**config.mk**
```make
export PLATFORM = sky130hd
export DESIGN_NAME = fifo_write_arbiter
export DESIGN_NICKNAME = d
export VERILOG_FILES = /design/src/rtl/fifo_write_arbiter.sv
export SDC_FILE = /design/constraint.sdc
export NUM_CORES = 1
export LEC_CHECK = 0
export BUFFER_PORTS_ARGS = -buffer_cell sky130_fd_sc_hd__buf_4
export CORE_AREA = 2 2 70 72
export CTS_CLUSTER_SIZE = 8
export DETAILED_ROUTE_END_ITERATION = 8
export DIE_AREA = 0 0 72 74
export PLACE_DENSITY_LB_ADDON = 0.05
export SLEW_MARGIN = 15
export SYNTH_ARGS = -nofsm -noshare
export SYNTH_HDL_FRONTEND = slang
export SYNTH_SLANG_ARGS = --single-unit
```
**constraint.sdc**
```tcl
create_clock -name w_clk -period 2.4 [get_ports w_clk]
set_input_delay 0.24 -clock w_clk [delete_from_list [all_inputs] [get_ports w_clk]]
set_output_delay 0.24 -clock w_clk [all_outputs]
set_load 0.1 [all_outputs]
```
**src/rtl/fifo_write_arbiter.sv**
```systemverilog
// fifo_write_arbiter
// Round-robin owner of the async FIFO write port. A requester is granted after
// one IDLE cycle of arbitration and keeps the port for up to MAX_BURST beats,
// until its last beat, or until it bubbles (no valid while the FIFO has room).
// Each FIFO word carries the owner ID above the payload so that the read side
// can demultiplex the packets.
module fifo_write_arbiter #(
    parameter int NUM_REQ    = 4,
    parameter int DATA_WIDTH = 32,
    parameter int ID_WIDTH   = $clog2(NUM_REQ),
    parameter int WIDTH      = 34,
    parameter int MAX_BURST  = 4
) (
    input  logic                          w_clk,
    input  logic                          w_rst,
    input  logic [NUM_REQ-1:0]            req_valid,
    input  logic [NUM_REQ-1:0]            req_last,
    input  logic [NUM_REQ*DATA_WIDTH-1:0] req_data,
    output logic [NUM_REQ-1:0]            req_ready,
    output logic [WIDTH-1:0]              fifo_data_in,
    output logic                          fifo_w_en,
    input  logic                          fifo_full,
    output logic [ID_WIDTH-1:0]           grant_id,
    output logic                          busy
);

    localparam int CNT_W = $clog2(MAX_BURST) + 1;

    if (WIDTH != DATA_WIDTH + ID_WIDTH) begin : g_width_check
        $error("fifo_write_arbiter: WIDTH must equal DATA_WIDTH + ID_WIDTH");
    end
    if (NUM_REQ < 2) begin : g_num_req_check
        $error("fifo_write_arbiter: NUM_REQ must be at least 2");
    end
    if (MAX_BURST < 1) begin : g_burst_check
        $error("fifo_write_arbiter: MAX_BURST must be at least 1");
    end

    typedef enum logic {
        IDLE  = 1'b0,
        BURST = 1'b1
    } state_e;

    state_e              state_q, state_d;
    logic [ID_WIDTH-1:0] owner_q, owner_d;
    logic [ID_WIDTH-1:0] rr_ptr_q, rr_ptr_d;
    logic [CNT_W-1:0]    beat_cnt_q, beat_cnt_d;

    logic                pick_found;
    logic [ID_WIDTH-1:0] pick_idx;
    logic [ID_WIDTH-1:0] cand_idx;
    int                  cand;
    logic                beat_fire;

    // Split the flat payload bus into one slice per requester.
    logic [DATA_WIDTH-1:0] req_data_arr [NUM_REQ];
    for (genvar g = 0; g < NUM_REQ; g++) begin : g_unpack
        assign req_data_arr[g] = req_data[g*DATA_WIDTH +: DATA_WIDTH];
    end

    // Zero-latency data path: the owner tag sits above the owner's payload.
    assign fifo_data_in = {owner_q, req_data_arr[owner_q]};
    assign grant_id     = owner_q;
    assign busy         = (state_q == BURST);

    // Round-robin search: first valid requester at or above rr_ptr, wrapping.
    always_comb begin
        // NOTE: every signal written here gets a default first; any path that
        // leaves one unassigned would infer a latch.
        pick_found = 1'b0;
        pick_idx   = '0;
        cand       = 0;
        cand_idx   = '0;
        for (int k = 0; k < NUM_REQ; k++) begin
            cand = int'(rr_ptr_q) + k;
            if (cand >= NUM_REQ) begin
                cand = cand - NUM_REQ;
            end
            cand_idx = ID_WIDTH'(cand);
            if (!pick_found && req_valid[cand_idx]) begin
                pick_found = 1'b1;
                pick_idx   = cand_idx;
            end
        end
    end

    // Next-state logic plus the handshake outputs toward requesters and FIFO.
    always_comb begin
        state_d    = state_q;
        owner_d    = owner_q;
        rr_ptr_d   = rr_ptr_q;
        beat_cnt_d = beat_cnt_q;
        req_ready  = '0;
        fifo_w_en  = 1'b0;
        beat_fire  = 1'b0;

        case (state_q)
            IDLE: begin
                if (pick_found) begin
                    owner_d    = pick_idx;
                    beat_cnt_d = '0;
                    state_d    = BURST;
                end
            end
            BURST: begin
                req_ready[owner_q] = !fifo_full;
                beat_fire          = req_valid[owner_q] && !fifo_full;
                fifo_w_en          = beat_fire;
                if (beat_fire) begin
                    beat_cnt_d = beat_cnt_q + 1'b1;
                    if (req_last[owner_q] || beat_cnt_q == CNT_W'(MAX_BURST - 1)) begin
                        state_d  = IDLE;
                        rr_ptr_d = (int'(owner_q) == NUM_REQ - 1) ? '0 : owner_q + 1'b1;
                    end
                end else if (!fifo_full) begin
                    // Owner has nothing to send while the FIFO has room: give up the port.
                    state_d  = IDLE;
                    rr_ptr_d = (int'(owner_q) == NUM_REQ - 1) ? '0 : owner_q + 1'b1;
                end
                // FIFO full: hold grant and count, the pending beat is retried.
            end
            default: begin
                state_d = IDLE;
            end
        endcase
    end

    // State register with asynchronous active-high reset.
    always_ff @(posedge w_clk or posedge w_rst) begin
        // NOTE: sequential state uses non-blocking assignments so every register
        // samples the pre-edge values regardless of statement order.
        if (w_rst) begin
            state_q    <= IDLE;
            owner_q    <= '0;
            rr_ptr_q   <= '0;
            beat_cnt_q <= '0;
        end else begin
            state_q    <= state_d;
            owner_q    <= owner_d;
            rr_ptr_q   <= rr_ptr_d;
            beat_cnt_q <= beat_cnt_d;
        end
    end

endmodule

```
---- Word level (Yosys, flattened, before mapping) ----
Index checks and enable logic that the tools add are counted.
word-level totals
  flip-flop bits (word level) ............. 8
  input port bits ......................... 139
  output and inout bits ................... 42
  logic and storage cells ................. 89
operators by class
  add/subtract/negate cells ............... 9
  order comparisons ....................... 11
  equality and inequality tests ........... 6
  mux-type cells .......................... 43
  bitwise gates (word level) .............. 3
  reduce and logical (&&, ||, !) cells .... 13
operators by type and width
  cell                                                               number
  binary-select mux 32 bit (select 2 bit)                            1
  two-way mux 32 bit                                                 2
  two-way mux 2 bit                                                  12
  two-way mux 1 bit                                                  16
  < comparator 2 x 3 -> 1 bit, second input constant                 5
  binary-select mux 1 bit (select 2 bit)                             6
  greater-or-equal comparator 3 bit, second input constant           4
  subtractor 2 x 1 -> 2 bit, second input constant                   4
  adder 2 x 2 -> 3 bit, second input constant                        2
  two-way mux 3 bit                                                  2
  inequality test 2 x 1 -> 1 bit, second input constant              3
  case mux 3 bit (2 select lines)                                    1
  logical AND 1 bit                                                  5
  bitwise AND 4 bit                                                  1
  zero test 1 bit                                                    4
  two-way mux 4 bit                                                  1
  AND reduction 2 bit                                                2
  adder 2 x 1 -> 3 bit, second input constant                        1
  adder 3 x 1 -> 3 bit, second input constant                        1
  == test 3 x 2 -> 1 bit, second input constant                      1
  greater-or-equal comparator 2 x 3 -> 1 bit, second input constant  1
  inverter 2 -> 3 bit                                                1
  AND reduction 3 bit                                                1
  adder 2 x 1 -> 2 bit, second input constant                        1
  other kinds (7)                                                    7

---- Logic depth before layout (Yosys ltp) ----
Gate-level depths: netlist of run 1.
  depth in word-level cells ............... 16
  gate-level depth with buffers ........... 6
  mapped depth without buffers ............ 6

---- Least setup slack after synthesis of run 1 ----
No wires, ideal clock.
  path type ............................... register -> register
  from .................................... register owner_q[1], in the netlist grant_id[1]
  to ...................................... register beat_cnt_q[0]
  arrival time ............................ 3.228 ns
  data required time ...................... 2.326 ns
  setup slack ............................. -0.902 ns
  cell stages (with the launch flop) ...... 6
  period minus slack after synthesis ...... 3.302 ns
  path through ............................ dfrtp_1 > buf_2 > mux4_1 > nand2b_1 > nor2_1 > mux2_2
on the way
  longest elaborated chain between the ends .. 5
RTL lines
  what                                      RTL line  source
  start, declared                           45        logic [ID_WIDTH-1:0] owner_q, owner_d;
  start signal, assigned                    139       owner_q <= owner_d;
  binary-select mux 1 bit (select 2 bit)    107       beat_fire = req_valid[owner_q] && !fifo_full;
  two-way mux 1 bit (implied by the code)   107
  logical AND 1 bit                         107
  inequality test 2 x 1 -> 1 bit (no line)  --
  AND reduction 2 bit (no line)             --
  end signal, assigned                      141       beat_cnt_q <= beat_cnt_d;
  end, declared                             47        logic [CNT_W-1:0] beat_cnt_q, beat_cnt_d;
Every way passes these cells. The select of a mux whose other input is x is not followed.
A chain may end at the register's enable or synchronous reset.

---- Worst setup path in the final report of run 1 ----
  from .................................... register owner_q[1], in the netlist grant_id[1]
  to ...................................... output port fifo_data_in[30]
on the way
  longest elaborated chain between the ends .. 4
RTL lines
  what                                                   RTL line  source
  inverter 2 -> 3 bit (implied by the code)              62        assign fifo_data_in = {owner_q, req_data_arr[owner_q]};
  binary-select mux 32 bit (select 2 bit)                62
  two-way mux 32 bit (implied by the code) (2 in a row)  62
  end, declared                                          20        output logic [WIDTH-1:0] fifo_data_in,
Every way passes these cells. The select of a mux whose other input is x is not followed.

==> results of run 1 <==
[placed cells by master (no fill, tap or decap), drive strengths merged]
cell	count
a21boi	1
a21o	2
a21oi	2
a221oi	1
a22o	3
and2	5
buf	182
clkbuf	4
dfrtp	8
dlygate4sd3	1
ha	6
inv	9
mux2	5
mux2i	2
mux4	33
nand2	1
nand2b	1
nor2	7
nor2b	1
o21ai	1
o221ai	1
o22ai	1
or4	1
[flip-flops by register name (all words and copies together) (netlist names)]
register / cells
busy: 1
beat_cnt_q: 3
grant_id: 2
rr_ptr_q: 2
[through the flow]
| step | hold WS (ns) | utilization |
|---|---|---|
| 2_1_floorplan | 0.0555 | - |
| 6_report | 0.366 | 0.615 |
| 5_1_grt | 0.380 | 0.615 |
| 3_5_place_dp | 0.212 | 0.603 |
| 3_3_place_gp | 0.208 | 0.603 |
| 4_1_cts | 0.371 | 0.615 |
[layout make-up]
type / instances / area (um2) / share of cell area
multi-input cells: 74 / 1090 / 0.385
flip-flops and latches: 8 / 203 / 0.0717
repair buffers: 183 / 1390 / 0.491
well taps: 54 / 67.6 / 0.0239
clock buffers: 4 / 45.0 / 0.0159
inverters: 9 / 33.8 / 0.0120
[metal layers]
| metal | vias up | share of wire | global-route usage |
|---|---|---|---|
| met5 | - | 0 | 0 |
| met3 | 8 | 0.068 | 0.0325 |
| met4 | 0 | 0.017 | 0.0503 |
| met1 | 802 | 0.36 | 0.245 |
| met2 | 84 | 0.56 | 0.400 |
| li1 | 772 | - | - |
[how the worst max path moves through the flow]
stage	startpoint	end	depth (start not counted)
finish	grant_id[1]$_DFFE_PP0P_	fifo_data_in[30]	3
global route	grant_id[1]$_DFFE_PP0P_	fifo_w_en	4
CTS	grant_id[1]$_DFFE_PP0P_	fifo_data_in[30]	3
detailed placement	grant_id[1]$_DFFE_PP0P_	fifo_data_in[30]	3
global placement	grant_id[1]$_DFFE_PP0P_	fifo_data_in[25]	3
floorplan	busy$_DFF_PP0_	req_ready[0]	3
[worst max-delay path: stages (launching register included)]
cell and delay [ns]:
dfrtp_2 0.76, buf_4 0.32, mux4_2 0.33, buf_4 0.25
[cells by family (layout without fill, tap and decap cells)]
| family | count (synthesis) | count (layout) | share of synthesized area |
|---|---|---|---|
| buffers and inverters | 19 | 196 | 0.0682 |
| and+or+nand+nor | 16 | 16 | 0.0637 |
| DFF | 8 | 8 | 0.146 |
| adders and majority gates | 6 | 6 | 0.0546 |
| muxes | 40 | 40 | 0.601 |
| AOI/OAI and AO/OA | 12 | 12 | 0.0664 |
==> impl_results.md, run 1 <==
* Setup crit end kind: output pin
* Drt first pass iters at 4
* Final Cycle Share at 0.890
* Grt ovf at 0
* Clk sinks at 8
* Pin count of the biggest net entering global routing at 40
* First-pass GRT wire length at 8510 um
* Half-perimeter wire length after placement at 5220 um
* Pre-CTS setup slack at approximately 0.50 ns
* Yosys cell types at 28
* Leading cell types by count after synthesis: mux4_2, inv_1, dfrtp_1
* CP Data Required Time at 2.16 ns
* Core area at 0.00460 mm2
* Synth Register Bits at 8
* Crit path time final at 2.13 ns
* Hold buffers post-CTS at 1
* Post-CTS Setup Bufs at 0
* Reg2reg end: rr_ptr_q[1]$_DFFE_PP0P_
* Post-synth EDFFs at 0
* Routed Antenna Nets at 0
* Clk pin slew, worst setup/hold paths at 0.04 ns
* Final Hold Viols at 0
* Post-synth top area cell: mux4_2
* Slew Limit Headroom at 0.586
* Worst Reg2Reg Path Length in Cells at 3
* Synthesized instance count at 101
* Total number of H-tree levels at 1
* Fin cells at 332
* TritonCTS clock tree: done
* Top post-synthesis cells by area: mux4_2, dfrtp_1, ha_1, mux2_2, inv_1
* Setup violations, final at 0
* Mean Syn Cell Area at 13.6 um2
* DIE WIDTH at 72 um
* Row count at 25
* Clk buf depth at 2
* Critical path class: register to output pin
* Arr. time, crit path at 1.89 ns
* # DRC at 0
* Post-DP Area at 0.00277 mm2
* Synth Warn # at 0
* Post_cts resized at 0
* Post-route cell area at 0.00283 mm2
* Unrepaired setup endpoints after global routing: no
* ANT cells at 0
* # nets final at about 420
* Worst Clk Skew at 0.00297 ns
* Sequential-to-total area share from yosys stat at 0.146
* R2R Path Start: grant_id[1]$_DFFE_PP0P_
* Most used DFF post-synth: dfrtp_1
* Initial antenna violation count at 0
* Min-delay src: req_valid[3]
* Number of global-route vias before repair at roughly 1700
* Max-slew violation count at 0
* Status: finished clean
* # port buffers at 180
* WL per Instance at 17.8 um
* Skew-Pair Late Insertion Delay at 0.23 ns
* Final WS setup at 0.265 ns
* Initial core utilization at 0.299
* Area Overhead vs Synth at 106%
* Total of max-cap violations at 0
* Worst R2R Setup Slack at 0.54 ns
* Worst Tran Pin Value at 0.620 ns
* Die Ht at 74 um
* Max Freq at 0.468 GHz
* Hold Path Class: primary input to register
* Die ar. at 0.00533 mm2
* Crit start category: register
* Via count at 1666
* DP Cell Count at around 330
* Crit-path max FO at 30
* Post-synth top area share at 0.524
* Detailed Route Iter0 Violations at 61
* Setup TNS Final at 0 ns
* Vias per cell at 5.02
* Net count after synthesis at 246
* Number of buffers created by CTS at 3
* Hold Path Stages at 3
* Routability Congestion at 0.797
* Most numerous cell in the Yosys netlist: mux4_2
* Final WL at between 5000 and 6000 um
* Proportion of layout cells with a drive suffix above 1 at 0.820
* Synthesized area at 0.00138 mm2
* Number of fillers in the final layout at 393
* Clk root buf: clkbuf_8
* IO Count at approximately 180
* Gr usage total at 0.209
* Async SR Flop Fraction at 1.00
* Hold Path Sink: grant_id[1]$_DFFE_PP0P_
Power of run 1 is not shown: default switching activity piles up to over one toggle a cycle in this logic, so the estimate is an artifact.
==> run 2, diff against run 1 <==
--- a/config.mk
+++ b/config.mk
@@ -10,6 +10,7 @@
 export CTS_CLUSTER_SIZE = 8
 export DETAILED_ROUTE_END_ITERATION = 8
 export DIE_AREA = 0 0 72 74
+export MAX_ROUTING_LAYER = met4
 export PLACE_DENSITY_LB_ADDON = 0.05
 export SLEW_MARGIN = 15
 export SYNTH_ARGS = -nofsm -noshare
==> impl_results.md, run 2 (same netlist as run 1, synthesis figures left out) <==
* Status: finished clean
* Met2 wire len at 3320 um
* Post-CTS Setup Bufs at 0
* DIE WIDTH at 72 um
* Unrepaired setup endpoints after global routing: no
* Hold Path Class: primary input to register
* Number of global-route vias before repair at 1695
* Worst setup startpoint: grant_id[1]$_DFFE_PP0P_
* Crit start category: register
* Arr. time, crit path at 1.89 ns
* Slowest stage delay, CP at 0.75 ns
* Die ar. at 0.00533 mm2
* Detailed Route Iter0 Violations at 67
* Final WS setup at 0.271 ns
* Via count at ~1700
* Proportion of layout cells with a drive suffix above 1 at 0.820
* Commonest non-fill, non-tap cell in the layout: buf_4
* Final Cycle Share at 0.887
* Highest Signal Layer: met4
* Critical path class: register to output pin
* Clk buf depth at 2
* Initial core utilization at 0.299
* WL met1 at ~2100 um
* WL per Instance at roughly 18 um
* R2R Path Start: grant_id[1]$_DFFE_PP0P_
* Reg2reg end: rr_ptr_q[1]$_DFFE_PP0P_
* Max Freq at 0.470 GHz
* CP Data Required Time at 2.16 ns
* Routability Congestion at 0.808
* # DRC at 0
* Min-delay src: req_valid[3]
* Clk pin slew, worst setup/hold paths at roughly 0.040 ns
* Core area at around 0.0046 mm2
* Cell Chain, Critical Path: buf_4, mux4_2, buf_4
* Crit-path max FO at 30
* Die Ht at 74 um
* Most frequent CP cell: buf_4
* Worst Clk Skew at 0.00311 ns
* Total of max-cap violations at 0
* Row count at 25
* Vias per cell at 4.99
* Skew-Pair Late Insertion Delay at 0.23 ns
* Post-DP Area at 0.00277 mm2
* Hold Path Stages at 3
* IO Count at 181
* Met3 wire len at around 390 um
* Clk sinks at 8
* First-pass GRT wire length at 8500 um
* Gr usage total at 0.216
* Setup crit end kind: output pin
* TritonCTS clock tree: done
* ANT cells at 0
* Initial antenna violation count at 0
* Setup violations, final at 0
* Total number of H-tree levels at 1
* Clk root buf: clkbuf_8
* Number of buffers created by CTS at 3
* Grt ovf at 0
* Final Hold Viols at 0
* Largest register FFs at 3
* Worst Reg2Reg Path Length in Cells at 3
* Worst R2R Setup Slack at 0.54 ns
* Setup TNS Final at 0 ns
* # nets final at approximately 420
* Final WL at between 5000 and 6000 um
* Half-perimeter wire length after placement at around 5200 um
* Slew Limit Headroom at 0.591
* Pin count of the biggest net entering global routing at 40
* Area Overhead vs Synth at 106%
* Worst Tran Pin Value at 0.614 ns
* Post-route cell area at 0.00283 mm2
* Commonest non-fill, non-tap cells in the layout: buf_4, mux4_2, inv_1
* Max-slew violation count at 0
* Largest Register: beat_cnt_q
* # port buffers at 180
* Number of fillers in the final layout at between 300 and 400
* Final core occ at 0.615
* Routed Antenna Nets at 0
* Worst path slowest cell: dfrtp_2
* Drt first pass iters at 4
* Hold Path Sink: grant_id[1]$_DFFE_PP0P_
* Crit path time final at around 2.1 ns
* Pre-CTS setup slack at 0.497 ns
==> run 2: cell counts in the layout (fill, tap and decap cells not counted) <==
No cell type changed its count.
==> run 2: area by class of cell <==
class	count	area, um2	share of cell area
repair buffers	183	1390	0.491
well taps	54	67.6	0.0239
inverters	9	33.8	0.0120
multi-input cells	74	1090	0.385
flip-flops and latches	8	203	0.0717
clock buffers	4	45.0	0.0159
==> run 2: worst max-delay path, delay by kind of cell (launching register included) <==
family / cells / cell delay, ns
muxes: 1 / 0.33
buffers and inverters: 2 / 0.56
DFF: 1 / 0.75
==> run 2: worst max path at each step <==
stage,endpoint,slack [ns],depth (start not counted)
after floorplan,req_ready[0],0.006,3
after global placement,fifo_data_in[25],0.51,3
after detailed placement,fifo_data_in[30],0.50,3
after CTS,fifo_data_in[30],0.26,3
after global routing,fifo_w_en,0.18,4
final,fifo_data_in[30],0.27,3
==> run 2: layer usage <==
layer	global-route usage	vias up
li1	-	772
met3	0.0339	8
met5	-	-
met1	0.243	802
met2	0.403	76
met4	0.0503	0
==> run 2: through the flow <==
stage	cells	hold slack [ns]
after floorplan	101	0.0555
after global placement	327	0.208
after detailed placement	327	0.212
after CTS	332	0.371
after global routing	332	0.380
final	332	0.366
==> run 2: what timing repair did <==
item | 4_1_cts | 5_1_grt
gates resized for setup | 0 | 0
endpoints found under the hold margin | 8 | 0
hold buffers | 1 | 0
Power of run 2 is left out for the same reason.
==> run 3, diff against run 2 <==
--- a/config.mk
+++ b/config.mk
@@ -12,6 +12,7 @@
 export DIE_AREA = 0 0 72 74
 export MAX_ROUTING_LAYER = met4
 export PLACE_DENSITY_LB_ADDON = 0.05
+export REMOVE_ABC_BUFFERS = 1
 export SLEW_MARGIN = 15
 export SYNTH_ARGS = -nofsm -noshare
 export SYNTH_HDL_FRONTEND = slang
==> impl_results.md, run 3 (same netlist as run 1, synthesis figures left out) <==
* TritonCTS clock tree: done
* DIE WIDTH at between 70 and 80 um
* WL per Instance at 17.7 um
* IO Count at 181
* Status: finished clean
* Area Overhead vs Synth at 106%
* Commonest non-fill, non-tap cells in the layout: buf_4, mux4_2, inv_1, nor2_1, dfrtp_1
* Total number of H-tree levels at 1
* Initial antenna violation count at 0
* Die Ht at between 70 and 80 um
* Post-DP Area at between 0.002 and 0.003 mm2
* Crit path time final at 2.11 ns
* Post-CTS Setup Bufs at 0
* Worst Tran Pin Value at 0.378 ns
* Final WL at 5920 um
* # DRC at 0
* # port buffers at 180
* Vias per cell at 5.02
* Cell Chain, Critical Path: buf_4, mux4_2, buf_4
* Total of max-cap violations at 0
* Crit start category: register
* Skew-Pair Late Insertion Delay at 0.24 ns
* Clk root buf: clkbuf_8
* Row count at 25
* Setup TNS Final at 0 ns
* Hold buffers post-CTS at 1
* Clk pin slew, worst setup/hold paths at 0.04 ns
* Drt first pass iters at 4
* Slew Limit Headroom at 0.748
* # nets final at 427
* Largest Register: beat_cnt_q
* Gr usage total at 0.207
* R2R Path Start: grant_id[0]$_DFFE_PP0P_
* Proportion of layout cells with a drive suffix above 1 at 0.815
* Clk buf depth at 2
* Post_cts resized at 0
* Worst path slowest cell: mux4_2
* Crit-path max FO at 12
* Grt ovf at 0
* Largest register FFs at 3
* Number of buffers created by CTS at 3
* Initial core utilization at 0.299
* CP Data Required Time at 2.16 ns
* Critical path class: register to output pin
* Routability Congestion at between 0.8 and 0.9
* Commonest non-fill, non-tap cell in the layout: buf_4
* Pin count of the biggest net entering global routing at 31
* Setup violations, final at 0
* First-pass GRT wire length at 8160 um
* Hold Path Class: primary input to register
* Detailed Route Iter0 Violations at 60
* Post-route cell area at 0.00283 mm2
* Most frequent CP cell: buf_4
* Number of fillers in the final layout at ~390
* Routed Antenna Nets at 0
* Worst Clk Skew at slightly above 0.0007 ns
* Die ar. at 0.00533 mm2
* Half-perimeter wire length after placement at between 5000 and 6000 um
* Number of global-route vias before repair at 1518
* Max Freq at 0.474 GHz
* Unrepaired setup endpoints after global routing: no
* Min-delay src: req_valid[3]
* Final Hold Viols at 0
* Clk sinks at 8
* Core area at between 0.004 and 0.005 mm2
* Max-slew violation count at 0
* Slowest stage delay, CP at between 0.5 and 0.6 ns
* Setup crit end kind: output pin
* Via count at 1683
* Arr. time, crit path at 1.87 ns
* ANT cells at 0
* Final Cycle Share at 0.879
* Worst setup startpoint: grant_id[0]$_DFFE_PP0P_
## run 3: cell types whose count changed in the layout (fill, tap and decap cells not counted)
cell	previous run	this run
buf_4	181	185
dfrtp_2	2	1
nor2_4	1	0
buf_12	1	0
nor2_1	6	7
dfrtp_1	6	7
## run 3: path summary, 6_finish.rpt
check / to / slack [ns] / depth (start not counted)
min: grant_id[1]$_DFFE_PP0P_ / 0.36 / 3
max: fifo_data_in[25] / 0.29 / 3
min reg2reg: beat_cnt_q[1]$_DFFE_PP0P_ / 0.51 / 1
min in group asynchronous: busy$_DFF_PP0_ / 0.51 / 3
max reg2reg: rr_ptr_q[0]$_DFFE_PP0P_ / 0.52 / 3
max in group asynchronous: grant_id[0]$_DFFE_PP0P_ / 1.65 / 3
## run 3: layer usage
metal / vias to the layer above / track usage / routed length (um)
li1: 777 / - / -
met1: 808 / 0.255 / 2160
met2: 85 / 0.355 / 3180
met3: 13 / 0.0393 / 487
met4: 0 / 0.0482 / 94
met5: - / - / 0
## run 3: area by class of cell
type | count | area, um2 | share of cell area
clock buffers | 4 | 45.0 | 0.0159
well taps | 54 | 67.6 | 0.0239
multi-input cells | 74 | 1080 | 0.382
repair buffers | 186 | 1400 | 0.495
inverters | 9 | 33.8 | 0.0119
flip-flops and latches | 8 | 201 | 0.0712
## run 3: worst max-delay path: cells and delay by family (launching register included)
kind | cells | cell delay [ns]
buf+inv | 2 | 0.55
mux | 1 | 0.55
flops | 1 | 0.52
## run 3: stage by stage
step / cells / setup slack (ns) / util / hold WS (ns)
floorplan: 91 / -2.99 / - / 0.0557
global placement: 330 / 0.533 / 0.603 / 0.207
detailed placement: 330 / 0.521 / 0.603 / 0.207
CTS: 335 / 0.269 / 0.615 / 0.367
global route: 335 / 0.204 / 0.615 / 0.390
finish: 335 / 0.290 / 0.615 / 0.359
Power of run 3 is left out for the same reason.
